==> config.mk <==
export PLATFORM = sky130hd
export DESIGN_NAME = packet_ctrl
export DESIGN_NICKNAME = d
export VERILOG_FILES = /design/src/rtl/pkt_pkg.sv /design/src/rtl/pkt_fifo.sv /design/src/rtl/packet_ctrl.sv
export SDC_FILE = /design/constraint.sdc
export NUM_CORES = 1
export LEC_CHECK = 0
export BUFFER_PORTS_ARGS = -buffer_cell sky130_fd_sc_hd__buf_4
export CORE_MARGIN = 8
export CORE_UTILIZATION = 45
export DETAILED_ROUTE_END_ITERATION = 7
export PLACE_DENSITY_LB_ADDON = 0.12
export SLEW_MARGIN = 20
export SYNTH_ARGS = -nofsm -noshare
export SYNTH_HDL_FRONTEND = slang
export SYNTH_HIERARCHICAL = 1
export SYNTH_SLANG_ARGS = --single-unit
==> constraint.sdc <==
create_clock -name clk -period 8.5 [get_ports clk]
set_input_delay 1.275 -clock clk [delete_from_list [all_inputs] [get_ports clk]]
set_output_delay 1.275 -clock clk [all_outputs]
set_load 0.005 [all_outputs]
==> src/rtl/pkt_pkg.sv <==
// rtl/pkt_pkg.sv - shared types and header field layout for the packet controller
package pkt_pkg;

  typedef enum logic {
    IDLE,
    PAYLOAD
  } state_e;

  typedef enum logic [2:0] {
    ERR_NONE    = 3'd0,
    ERR_SYNC    = 3'd1,
    ERR_HDR     = 3'd2,
    ERR_OVF     = 3'd3,
    ERR_TIMEOUT = 3'd4
  } err_e;

  localparam logic [7:0] SYNC_BYTE = 8'hA5;

  localparam int SYNC_HI = 63;
  localparam int SYNC_LO = 56;
  localparam int ID_HI   = 55;
  localparam int ID_LO   = 52;
  localparam int CNT_HI  = 47;
  localparam int CNT_LO  = 40;

endpackage

==> src/rtl/pkt_fifo.sv <==
// rtl/pkt_fifo.sv - first-word fall-through FIFO with push, pop and flush
module pkt_fifo #(
  parameter int WIDTH = 68,
  parameter int DEPTH = 4
) (
  input  logic             clk,
  input  logic             rst,
  input  logic             push,
  input  logic [WIDTH-1:0] push_data,
  input  logic             pop,
  input  logic             flush,
  output logic             full,
  output logic             empty,
  output logic [WIDTH-1:0] head
);

  localparam int AW = $clog2(DEPTH);

  logic [WIDTH-1:0] mem_q [DEPTH];
  logic [AW:0]      wr_ptr_q, wr_ptr_d;
  logic [AW:0]      rd_ptr_q, rd_ptr_d;
  logic             push_ok;

  assign empty = (wr_ptr_q == rd_ptr_q);
  assign full  = (wr_ptr_q[AW] != rd_ptr_q[AW]) &&
                 (wr_ptr_q[AW-1:0] == rd_ptr_q[AW-1:0]);
  // Stale storage is masked so the head reads as zero whenever nothing is queued.
  assign head  = empty ? '0 : mem_q[rd_ptr_q[AW-1:0]];

  // A full FIFO still accepts a push when the head leaves in the same cycle.
  assign push_ok = push && (!full || pop) && !flush;

  always_comb begin
    wr_ptr_d = wr_ptr_q;
    rd_ptr_d = rd_ptr_q;
    if (push_ok) begin
      wr_ptr_d = wr_ptr_q + 1'b1;
    end
    if (pop && !empty) begin
      rd_ptr_d = rd_ptr_q + 1'b1;
    end
    if (flush) begin
      wr_ptr_d = '0;
      rd_ptr_d = '0;
    end
  end

  always_ff @(posedge clk or negedge rst) begin
    if (!rst) begin
      wr_ptr_q <= '0;
      rd_ptr_q <= '0;
    end else begin
      wr_ptr_q <= wr_ptr_d;
      rd_ptr_q <= rd_ptr_d;
    end
  end

  always_ff @(posedge clk) begin
    if (push_ok) begin
      mem_q[wr_ptr_q[AW-1:0]] <= push_data;
    end
  end

endmodule

==> src/rtl/packet_ctrl.sv <==
// rtl/packet_ctrl.sv - header parser and payload router with error and timeout handling
module packet_ctrl
  import pkt_pkg::*;
#(
  parameter int                 NUM_DST     = 4,
  parameter int                 DST_BITS    = 4,
  parameter int                 FIFO_DEPTH  = 4,
  parameter int                 TO_BITS     = 20,
  parameter logic [TO_BITS-1:0] TIMEOUT_CYC = 20'd1_000_000
) (
  input  logic                clk,
  input  logic                rst,
  input  logic [63:0]         word_in,
  input  logic                word_valid,
  output logic [63:0]         dst_data,
  output logic [DST_BITS-1:0] dst_id,
  output logic                dst_valid,
  input  logic                dst_ready,
  output logic                busy,
  output logic                done,
  output logic                err_pulse,
  output logic [2:0]          err_code
);

  localparam logic [TO_BITS-1:0] TO_LAST = TIMEOUT_CYC - 1'b1;

  state_e              state_q, state_d;
  logic [DST_BITS-1:0] id_q, id_d;
  logic [7:0]          rem_q, rem_d;
  logic [TO_BITS-1:0]  to_q, to_d;
  logic                busy_q, busy_d;
  logic                done_q, done_d;
  logic                err_pulse_q, err_pulse_d;
  logic [2:0]          err_code_q, err_code_d;

  logic                  fifo_push, fifo_pop, fifo_flush;
  logic                  fifo_full, fifo_empty;
  logic [DST_BITS+63:0]  fifo_head;

  logic [SYNC_HI-SYNC_LO:0] hdr_sync;
  logic [ID_HI-ID_LO:0]     hdr_id;
  logic [CNT_HI-CNT_LO:0]   hdr_cnt;

  assign hdr_sync = word_in[SYNC_HI:SYNC_LO];
  assign hdr_id   = word_in[ID_HI:ID_LO];
  assign hdr_cnt  = word_in[CNT_HI:CNT_LO];

  assign fifo_pop = !fifo_empty && dst_ready;

  // to_q counts cycles since the last strobe, so a strobe loads 1 for the cycle after it.
  always_comb begin
    state_d     = state_q;
    id_d        = id_q;
    rem_d       = rem_q;
    to_d        = to_q;
    done_d      = 1'b0;
    err_pulse_d = 1'b0;
    err_code_d  = err_code_q;
    fifo_push   = 1'b0;
    fifo_flush  = 1'b0;
    case (state_q)
      IDLE: begin
        to_d = '0;
        if (word_valid) begin
          if (hdr_sync != SYNC_BYTE) begin
            err_pulse_d = 1'b1;
            err_code_d  = ERR_SYNC;
          end else if ((32'(hdr_id) >= NUM_DST) || (hdr_cnt == 8'd0)) begin
            err_pulse_d = 1'b1;
            err_code_d  = ERR_HDR;
          end else begin
            id_d       = DST_BITS'(hdr_id);
            rem_d      = hdr_cnt;
            err_code_d = ERR_NONE;
            to_d       = TO_BITS'(1);
            state_d    = PAYLOAD;
          end
        end
      end
      PAYLOAD: begin
        if (word_valid) begin
          if (fifo_full && !fifo_pop) begin
            fifo_flush  = 1'b1;
            err_pulse_d = 1'b1;
            err_code_d  = ERR_OVF;
            to_d        = '0;
            state_d     = IDLE;
          end else begin
            fifo_push = 1'b1;
            to_d      = TO_BITS'(1);
            rem_d     = rem_q - 1'b1;
            if (rem_q == 8'd1) begin
              done_d  = 1'b1;
              to_d    = '0;
              state_d = IDLE;
            end
          end
        end else if (to_q == TO_LAST) begin
          fifo_flush  = 1'b1;
          err_pulse_d = 1'b1;
          err_code_d  = ERR_TIMEOUT;
          to_d        = '0;
          state_d     = IDLE;
        end else begin
          to_d = to_q + 1'b1;
        end
      end
      default: state_d = IDLE;
    endcase
    busy_d = (state_d == PAYLOAD);
  end

  always_ff @(posedge clk or negedge rst) begin
    if (!rst) begin
      state_q     <= IDLE;
      id_q        <= '0;
      rem_q       <= '0;
      to_q        <= '0;
      busy_q      <= 1'b0;
      done_q      <= 1'b0;
      err_pulse_q <= 1'b0;
      err_code_q  <= ERR_NONE;
    end else begin
      state_q     <= state_d;
      id_q        <= id_d;
      rem_q       <= rem_d;
      to_q        <= to_d;
      busy_q      <= busy_d;
      done_q      <= done_d;
      err_pulse_q <= err_pulse_d;
      err_code_q  <= err_code_d;
    end
  end

  pkt_fifo #(
    .WIDTH (DST_BITS + 64),
    .DEPTH (FIFO_DEPTH)
  ) u_fifo (
    .clk       (clk),
    .rst       (rst),
    .push      (fifo_push),
    .push_data ({id_q, word_in}),
    .pop       (fifo_pop),
    .flush     (fifo_flush),
    .full      (fifo_full),
    .empty     (fifo_empty),
    .head      (fifo_head)
  );

  assign dst_valid = !fifo_empty;
  assign dst_data  = fifo_head[63:0];
  assign dst_id    = fifo_head[DST_BITS+63:64];
  assign busy      = busy_q;
  assign done      = done_q;
  assign err_pulse = err_pulse_q;
  assign err_code  = err_code_q;

endmodule

==> results.py, run 1 <==
metrics = {
    "outcome": {
        "status": "completed",
    },
    "timing": {
        "skew_ns": 0.0117,
        "slew-limit-headroom_pct": 26.8,
        "rsz0062_at_grt": "false",
        "setup_tns_ns": 0,
        "slew_viol_final": 0,
        "setup_slack_ns": 4.14,
        "finalCriticalPeriod_ns": 4.36,
        "setup-violations-final": 0,
        "worstMarginPinSlew_ns": 1.10,
        "clock.fmax_mhz": 229,
        "finalCritPeriodShare_pct": 51.3,
        "hold_violations": 0,
    },
    "yosys": {
        "async_flop_share_pct": 13.9,
        "synth_top_family_by_area": "multiplexers",
        "synth_compound_area_share_pct": 2.52,
        "synth_top_area_share_pct": 63.9,
        "syn_area_mm2": 0.0128,
        "synthAdderAreaFrac_pct": 0.783,
        "synth_fp_nets": 773,
        "yosysWarningCount": 6,
        "yosysMostFrequentCell": "edfxtp_1",
        "ys_ff_latch": 316,
        "synth_top_cell_by_area": "edfxtp_1",
        "ys_types": 53,
        "synth_edf_count": 272,
        "synth.area.mux_share_pct": 12.8,
        "synth_xor_area_share_pct": 1.37,
        "synth-simple-area-share_pct": 8.34,
        "syn_area_per_cell_um2": 18.3,
        "synthTopCellsByCount": "272 x edfxtp_1, 76 x and2_1, 68 x mux4_2",
        "synth-seq-area-share_pct": 72.5,
        "ys.flop_type": "edfxtp_1",
        "synthesis.instances": 697,
        "yosys-top-cells-area": "edfxtp_1 64%, mux4_2 12%, dfrtp_1 8.6%, and2_1 3.7%, xnor2_1 1.1%",
    },
    "clock_network": {
        "cts_hold_buf": 0,
        "clockRootBuffer": "clkbuf_16",
        "cts_sinks": 316,
        "htreeDepth": 2,
        "cts.clk_slew.worst_paths_ns": 0.05,
        "cts_resized": 0,
        "cts_inserted_buffers": 36,
        "post_cts_buffers": 0,
        "insertion_delay_ns": 0.50,
        "clock_path_buffers": 3,
        "cts_tree": "built",
    },
    "floorplan": {
        "rows": 61,
        "die_w_um": 185,
        "start_util_pct": 45.9,
        "fp.dieH_um": 185,
        "core_mm2": 0.0279,
        "dieArea_mm2": 0.0341,
        "ioPinCount": 143,
    },
    "power": {
        "p_clk_share_pct": 33.2,
        "intPower_uw": 3340,
        "p_leak_uw": 0.00539,
        "seq_power_share_pct": 40.3,
        "switchingPower_uw": 1150,
        "powerDensity_mw_per_mm2": 291,
        "swShare_pct": 25.6,
        "pwr-share-comb_pct": 26.5,
        "ir_drop_uv": 166,
    },
    "placed_design": {
        "port_buffers": 142,
        "place_inst": 1190,
        "post-place-ws_ns": 4.19,
        "place_area_mm2": 0.0142,
        "place_congestion": 0.866,
        "dp_hpwl_um": 15700,
    },
    "routing": {
        "post_drt_wl_per_cell_um": 21.1,
        "drtIter0Drc": 383,
        "drt_wl_total_um": 26400,
        "ant_nets": 0,
        "post-route-drc-count": 0,
        "drt_pass1_iterations": 5,
        "vias_per_cell": 5.38,
        "vias": 6744,
    },
    "grt": {
        "grt_max_degree": 73,
        "grt_overflow": 0,
        "first_global_vias": 7334,
        "grt_pass1_wl_um": 40900,
        "track_usage_pct": 15.5,
        "antenna_found_initial": 1,
    },
    "critical_path": {
        "path_delay_family": "buffers and inverters",
        "start_kind": "flip-flop",
        "max_stage_delay_ns": 0.85,
        "end_kind": "output pin",
        "timing.critical_path.cells": "buf_4 -> mux4_2 -> and2_1 -> buf_4",
        "crit_path_frequent_cell": "buf_4",
        "critical_path_class": "reg2out",
        "worst-path-max-fanout": 42,
        "worstPathArrival_ns": 3.08,
        "slowest_stage": "dfrtp_4",
        "worstPathRequired_ns": 7.22,
        "cp_num_buf_inv": 2,
    },
    "finish": {
        "diodes": 0,
        "num-nets-final": 928,
        "final_area_mm2": 0.0154,
        "drive_gt1_share_pct": 32.5,
        "final_cells": 1254,
        "area_growth_pct": 20.7,
    },
    "flow_run": {
        "drv_cap": 0,
    },
    "worst_hold_path": {
        "hold_class": "reg2reg",
    },
}
## cell usage in the layout (no fill, tap or decap), drive strengths merged, types with 3 or more instances in the layout
master,synthesis,routed
nor4,9,9
clkinv,0,10
nand2,13,13
nand4,5,5
bufinv,0,4
o31ai,3,3
mux2,5,5
or4,4,4
or3,4,4
edfxtp,272,272
nor3,11,11
buf,21,147
a41oi,4,4
a21oi,9,9
o21ai,5,5
o211ai,3,3
a211oi,4,4
clkbuf,9,45
ha,8,8
dfrtp,44,44
mux2i,5,5
and2,76,76
inv,20,20
o221a,3,3
and3,3,3
nor2,30,30
xor2,4,4
a21o,3,3
mux4,68,68
xnor2,16,16
nand2b,7,7
clkinvlp,0,3
nand3,9,9
## power groups by stage
stage	clock network (uW)	registers [uW]	logic (uW)
after floorplan	0	1770	736
after global placement	0	1900	1160
after detailed placement	0	1900	1170
after CTS	1530	1870	1170
after global routing	1590	1830	1300
final	1490	1810	1190
## area by class of cell
class	count	area, um2
Tap cell	378	473
Sequential cell	316	9280
Clock buffer	45	966
Multi-Input combinational cell	331	3320
Clock inverter	17	185
Timing Repair Buffer	147	1140
Fill cell	2153	12400
Inverter	20	75.1
## flip-flops by register name, summed over array words and instances (netlist names)
name             cells
u_fifo/mem_q       272
busy                 1
id_q                 4
to_q                20
u_fifo/wr_ptr_q      3
err_pulse            1
done                 1
u_fifo/rd_ptr_q      3
err_code             3
rem_q                8
## final timing paths
check	start	endpoint	slack [ns]	cells after the start
max reg2reg	u_fifo/rd_ptr_q[0]	u_fifo/mem_q[3][19]	4.64	9
max in group asynchronous	rst	u_fifo/rd_ptr_q[0]	7.27	1
max	u_fifo/rd_ptr_q[0]	dst_data[57]	4.14	4
min	err_code[2]	err_code[2]	0.49	1
min in group asynchronous	rst	rem_q[1]	0.78	1
min reg2reg	err_code[2]	err_code[2]	0.49	1
## cell families (layout without fill, tap and decap cells)
logic type,after synthesis,after routing
buffers and inverters,50,229
xor gates and xnor gates,20,20
muxes,78,78
adders and majority gates,8,8
AOI/OAI and AO/OA,44,44
DFF,316,316
and+or+nand+nor,181,181
## metal layers
| metal | vias up | global-route usage, % | wire, um |
|---|---|---|---|
| met5 | - | 0 | 13 |
| met2 | 189 | 27.7 | 13700 |
| met3 | 39 | 3.21 | 1480 |
| li1 | 3050 | - | - |
| met4 | 2 | 4.29 | 448 |
| met1 | 3464 | 18.9 | 10800 |
## stage by stage
stage	total power [uW]	hold WS, ns	util (%)
global placement	3050	0.470	51.1
detailed placement	3070	0.485	51.1
floorplan	2500	0.468	-
CTS	4570	0.501	55.2
global route	4720	0.530	55.4
finish	4490	0.494	55.4
## worst reg2reg max path: stages (launching register included)
cell,delay (ns)
dfrtp_4,0.85
xnor2_1,0.29
nand3_2,0.14
inv_1,0.06
nand2b_1,0.20
a21o_1,0.27
inv_1,0.25
nand2b_1,0.09
a41oi_1,0.35
and2_4,0.95
No activity file was read; power rests on OpenSTA's default activity.
==> inputs of run 2 (changes only) <==
- clock period: 8.5 -> 4.43 ns (I/O delays scaled with it)
==> run 2 against run 1 <==
Utilization is essentially flat. Clock-buffer cell count fell by 1. Wire length is 0.11% higher. Largest power group unchanged. Combinational power rose by 100%. Clock power is 83% higher. Critical path type unchanged. First-iteration DRC count rose by 4.2%. Critical path depth is 1 higher.
==> results.py, run 2 (same netlist as run 1, synthesis figures left out) <==
metrics = {
    "floorplan": {
        "rows": 61,
        "fp.dieH_um": 185,
        "core_mm2": 0.0279,
        "die_w_um": 185,
        "start_util_pct": 45.9,
        "ioPinCount": 143,
        "dieArea_mm2": 0.0341,
    },
    "clock_network": {
        "clockRootBuffer": "clkbuf_16",
        "cts_tree": "built",
        "htreeDepth": 2,
        "cts_hold_buf": 0,
        "post_cts_buffers": 0,
        "cts_resized": 0,
        "cts_sinks": 316,
        "insertion_delay_ns": 0.49,
        "cts_inserted_buffers": 35,
        "clock_path_buffers": 3,
        "cts.clk_slew.worst_paths_ns": 0.06,
    },
    "routing": {
        "vias_per_cell": 5.35,
        "post-route-drc-count": 0,
        "drt_wl_total_um": 26500,
        "post_drt_wl_per_cell_um": 21.0,
        "vias": 6752,
        "drt_pass1_iterations": 4,
        "drtIter0Drc": 399,
        "ant_nets": 0,
    },
    "grt": {
        "grt_pass1_wl_um": 42200,
        "track_usage_pct": 15.9,
        "first_global_vias": 7489,
        "grt_overflow": 0,
        "antenna_found_initial": 1,
        "grt_max_degree": 70,
    },
    "timing": {
        "setup_tns_ns": 0,
        "slew_viol_final": 0,
        "setup-violations-final": 0,
        "setup_slack_ns": 0.591,
        "rsz0062_at_grt": "false",
        "worstMarginPinSlew_ns": 1.06,
        "clock.fmax_mhz": 261,
        "hold_violations": 0,
        "holdWs_ns": 0.165,
        "finalCritPeriodShare_pct": 86.6,
        "skew_ns": 0.00952,
        "slew-limit-headroom_pct": 29.6,
        "finalCriticalPeriod_ns": 3.84,
    },
    "power": {
        "powerDensity_mw_per_mm2": 549,
        "pwr-share-comb_pct": 28.2,
        "p_clk_share_pct": 32.2,
        "seq_power_share_pct": 39.6,
        "swShare_pct": 25.7,
        "intPower_uw": 6290,
        "switchingPower_uw": 2180,
        "ir_drop_uv": 274,
        "p_leak_uw": 0.00541,
    },
    "critical_path": {
        "worstPathArrival_ns": 3.17,
        "rr_endpoint": "u_fifo/mem_q[3][39]",
        "end_kind": "output pin",
        "r2r_setup_slack_ns": 1.05,
        "critical_path_class": "reg2out",
        "worstPathRequired_ns": 3.77,
        "r2r_cells": 10,
        "start_kind": "flip-flop",
        "reg2reg_from": "u_fifo/rd_ptr_q[1]",
        "worst-path-max-fanout": 37,
    },
    "worst_hold_path": {
        "hold_class": "in2async",
    },
    "finish": {
        "area_growth_pct": 20.8,
        "layout_commonest_cell": "edfxtp_1",
        "final_area_mm2": 0.0154,
        "largest_register_ffs": 272,
        "mostFrequentLayoutCells": "272 x edfxtp_1, 153 x buf_4, 72 x and2_1",
        "num-nets-final": 936,
        "drive_gt1_share_pct": 33.2,
    },
    "placed_design": {
        "dp_hpwl_um": 16500,
        "place_congestion": 0.812,
        "port_buffers": 142,
        "place_area_mm2": 0.0143,
        "post-place-ws_ns": 0.997,
    },
    "flow_run": {
        "drv_cap": 0,
    },
    "outcome": {
        "status": "completed",
    },
}
## run 2: cell types whose count changed in the layout (fill, tap and decap cells not counted), sizes merged
cell,delta
buf,+9
bufinv,-1
clkbuf,-1
clkinv,+1
clkinvlp,-2
diode,+1
inv,+1
## run 2: final cells by class
type,count,area (um2)
Sequential cell,316,9280
Inverter,20,75.1
Clock buffer,44,930
Timing Repair Buffer,156,1210
Fill cell,2185,12400
Antenna cell,1,2.50
Multi-Input combinational cell,331,3320
Clock inverter,16,159
Tap cell,378,473
## run 2: how the worst max path moves through the flow
stage / startpoint / end
floorplan: u_fifo/rd_ptr_q[1] / u_fifo/mem_q[2][0]
global placement: u_fifo/rd_ptr_q[0] / dst_data[21]
detailed placement: u_fifo/rd_ptr_q[0] / dst_data[46]
CTS: u_fifo/rd_ptr_q[0] / dst_data[46]
global route: u_fifo/rd_ptr_q[0] / dst_data[46]
finish: u_fifo/rd_ptr_q[0] / dst_data[46]
## run 2: layer usage
metal	wire (um)	global-route usage, %	up-vias
li1	-	-	3066
met1	11200	20.1	3498
met2	13400	27.6	158
met3	1350	3.33	30
met4	450	4.00	0
met5	0	0	-
## run 2: stage by stage
stage	power (uW)	utilization [%]	instances
6_report	8480	55.4	1262
3_3_place_gp	5860	51.5	1201
4_1_cts	8640	55.4	1261
5_1_grt	8930	55.4	1262
3_5_place_dp	5880	51.5	1201
2_1_floorplan	4800	-	697
## run 2: power groups by stage
| stage | sequential (uW) | combinational [uW] | clock (uW) |
|---|---|---|---|
| floorplan | 3390 | 1410 | 0 |
| global route | 3360 | 2630 | 2930 |
| CTS | 3360 | 2470 | 2820 |
| finish | 3360 | 2390 | 2730 |
| global placement | 3410 | 2450 | 0 |
| detailed placement | 3420 | 2460 | 0 |
## run 2: worst max-delay path, cell delays in order (launching register included)
cell and delay [ns]:
dfrtp_4 0.45, buf_4 0.55, buf_4 0.73, mux4_2 0.60
and2_1 0.18, buf_4 0.14
==> inputs of run 3 (changes only) <==
- PLACE_DENSITY: not set -> 0.71
- PLACE_DENSITY_LB_ADDON: 0.12 -> not set
==> run 3 against run 2 <==
Register-to-register slack worse by 0.17 ns. Cell area is essentially flat. Setup slack worse by 0.022 ns. Critical endpoint is now dst_data[57].
==> results.py, run 3 (same netlist as run 1, synthesis figures left out) <==
metrics = {
    "placed_design": {
        "dp_hpwl_um": 15300,
        "place_congestion": 0.789,
        "port_buffers": 142,
        "place_inst": 1194,
    },
    "power": {
        "powerDensity_mw_per_mm2": 564,
        "ir_drop_uv": 288,
        "p_leak_uw": 0.00540,
    },
    "timing": {
        "rsz0062_at_grt": "false",
        "setup-violations-final": 0,
        "clock.fmax_mhz": 259,
        "hold_violations": 0,
        "finalCriticalPeriod_ns": 3.86,
        "holdWs_ns": 0.115,
        "setup_tns_ns": 0,
        "finalCritPeriodShare_pct": 87.2,
        "worstMarginPinSlew_ns": 1.09,
        "skew_ns": 0.00786,
        "slew_viol_final": 0,
        "slew-limit-headroom_pct": 27.1,
    },
    "critical_path": {
        "critical_path_class": "reg2out",
        "start_kind": "flip-flop",
        "end_kind": "output pin",
        "worst-path-max-fanout": 41,
        "worstPathRequired_ns": 3.77,
        "worstPathArrival_ns": 3.20,
        "r2r_setup_slack_ns": 0.88,
    },
    "finish": {
        "largest_register_ffs": 272,
        "mostFrequentLayoutCells": "272 x edfxtp_1, 149 x buf_4, 72 x and2_1",
        "area_growth_pct": 20.9,
        "num-nets-final": 925,
        "drive_gt1_share_pct": 33.2,
        "layout_commonest_cell": "edfxtp_1",
        "diodes": 0,
        "num-fill-cells": 2186,
        "final_cells": 1251,
    },
    "grt": {
        "first_global_vias": 6999,
        "grt_pass1_wl_um": 39700,
        "track_usage_pct": 14.8,
        "grt_max_degree": 70,
        "grt_overflow": 0,
        "antenna_found_initial": 0,
    },
    "clock_network": {
        "cts.clk_slew.worst_paths_ns": 0.06,
        "cts_sinks": 316,
        "post_cts_buffers": 0,
        "cts_inserted_buffers": 31,
        "cts_tree": "built",
        "cts_hold_buf": 0,
        "insertion_delay_ns": 0.54,
        "htreeDepth": 1,
        "clock_path_buffers": 3,
        "cts_resized": 0,
        "clockRootBuffer": "clkbuf_16",
    },
    "worst_hold_path": {
        "hold_class": "in2async",
    },
    "routing": {
        "post_drt_wl_per_cell_um": 20.4,
        "post-route-drc-count": 0,
        "vias_per_cell": 5.35,
        "vias": 6699,
        "ant_nets": 0,
        "drt_wl_total_um": 25500,
        "drtIter0Drc": 446,
        "drt_pass1_iterations": 5,
    },
    "flow_run": {
        "drv_cap": 0,
    },
    "floorplan": {
        "fp.dieH_um": 185,
        "start_util_pct": 45.9,
        "dieArea_mm2": 0.0341,
        "core_mm2": 0.0279,
        "die_w_um": 185,
        "ioPinCount": 143,
        "rows": 61,
    },
    "outcome": {
        "status": "completed",
    },
}
run 3: changes by cell type in the layout (fill, tap and decap cells not counted), moves of 3 or more:
cell,delta
bufinv_16,+7
clkbuf_1,-5
buf_4,-4
clkbuf_16,-4
buf_12,-3
run 3: power by group:
group / total (uW) / internal (uW) / switching, uW
logic: 2380 / 1340 / 1040
registers: 3350 / 3290 / 58.7
clock network: 2990 / 1910 / 1080
total: 8720 / 6540 / 2180
run 3: final cells by class:
| class | instances | area, um2 | share of cell area (%) |
|---|---|---|---|
| clock inverters | 21 | 367 | 2.37 |
| repair buffers | 149 | 1120 | 7.24 |
| clock buffers | 36 | 825 | 5.34 |
| well taps | 378 | 473 | 3.06 |
| inverters | 20 | 75.1 | 0.486 |
| flip-flops and latches | 316 | 9280 | 60.0 |
| multi-input cells | 331 | 3320 | 21.5 |
run 3: worst max-delay path, cell delays in order, from the launching register on:
cell and delay (ns):
dfrtp_4 0.43, buf_4 0.49, buf_4 0.75, mux4_2 0.58, and2_1 0.20, buf_4 0.14
run 3: final timing paths:
kind | startpoint | to | cells past startpoint
min reg2reg | err_code[2] | err_code[2] | 1
min | rst | to_q[0] | 1
max reg2reg | u_fifo/rd_ptr_q[1] | u_fifo/mem_q[0][30] | 9
max | u_fifo/rd_ptr_q[0] | dst_data[57] | 5
max in group asynchronous | rst | u_fifo/rd_ptr_q[1] | 1
min in group clk | word_in[36] | u_fifo/mem_q[0][36] | 1
run 3: layer usage:
layer	wire, um	vias to the layer above	GRT usage [%]
met2	12200	186	24.6
met4	349	0	3.03
li1	-	3034	-
met5	0	-	0
met1	11200	3446	20.0
met3	1760	33	3.19
run 3: stage by stage:
step | cell area (um2) | worst slack [ns] | power [uW] | util [%]
final | 15400 | 0.569 | 8720 | 55.5
after global routing | 15400 | 0.304 | 9140 | 55.5
after CTS | 15400 | 0.433 | 8860 | 55.5
after detailed placement | 14300 | 0.869 | 5860 | 51.2
after global placement | 14300 | 0.912 | 5840 | 51.2
after floorplan | 12800 | 0.320 | 4800 | -
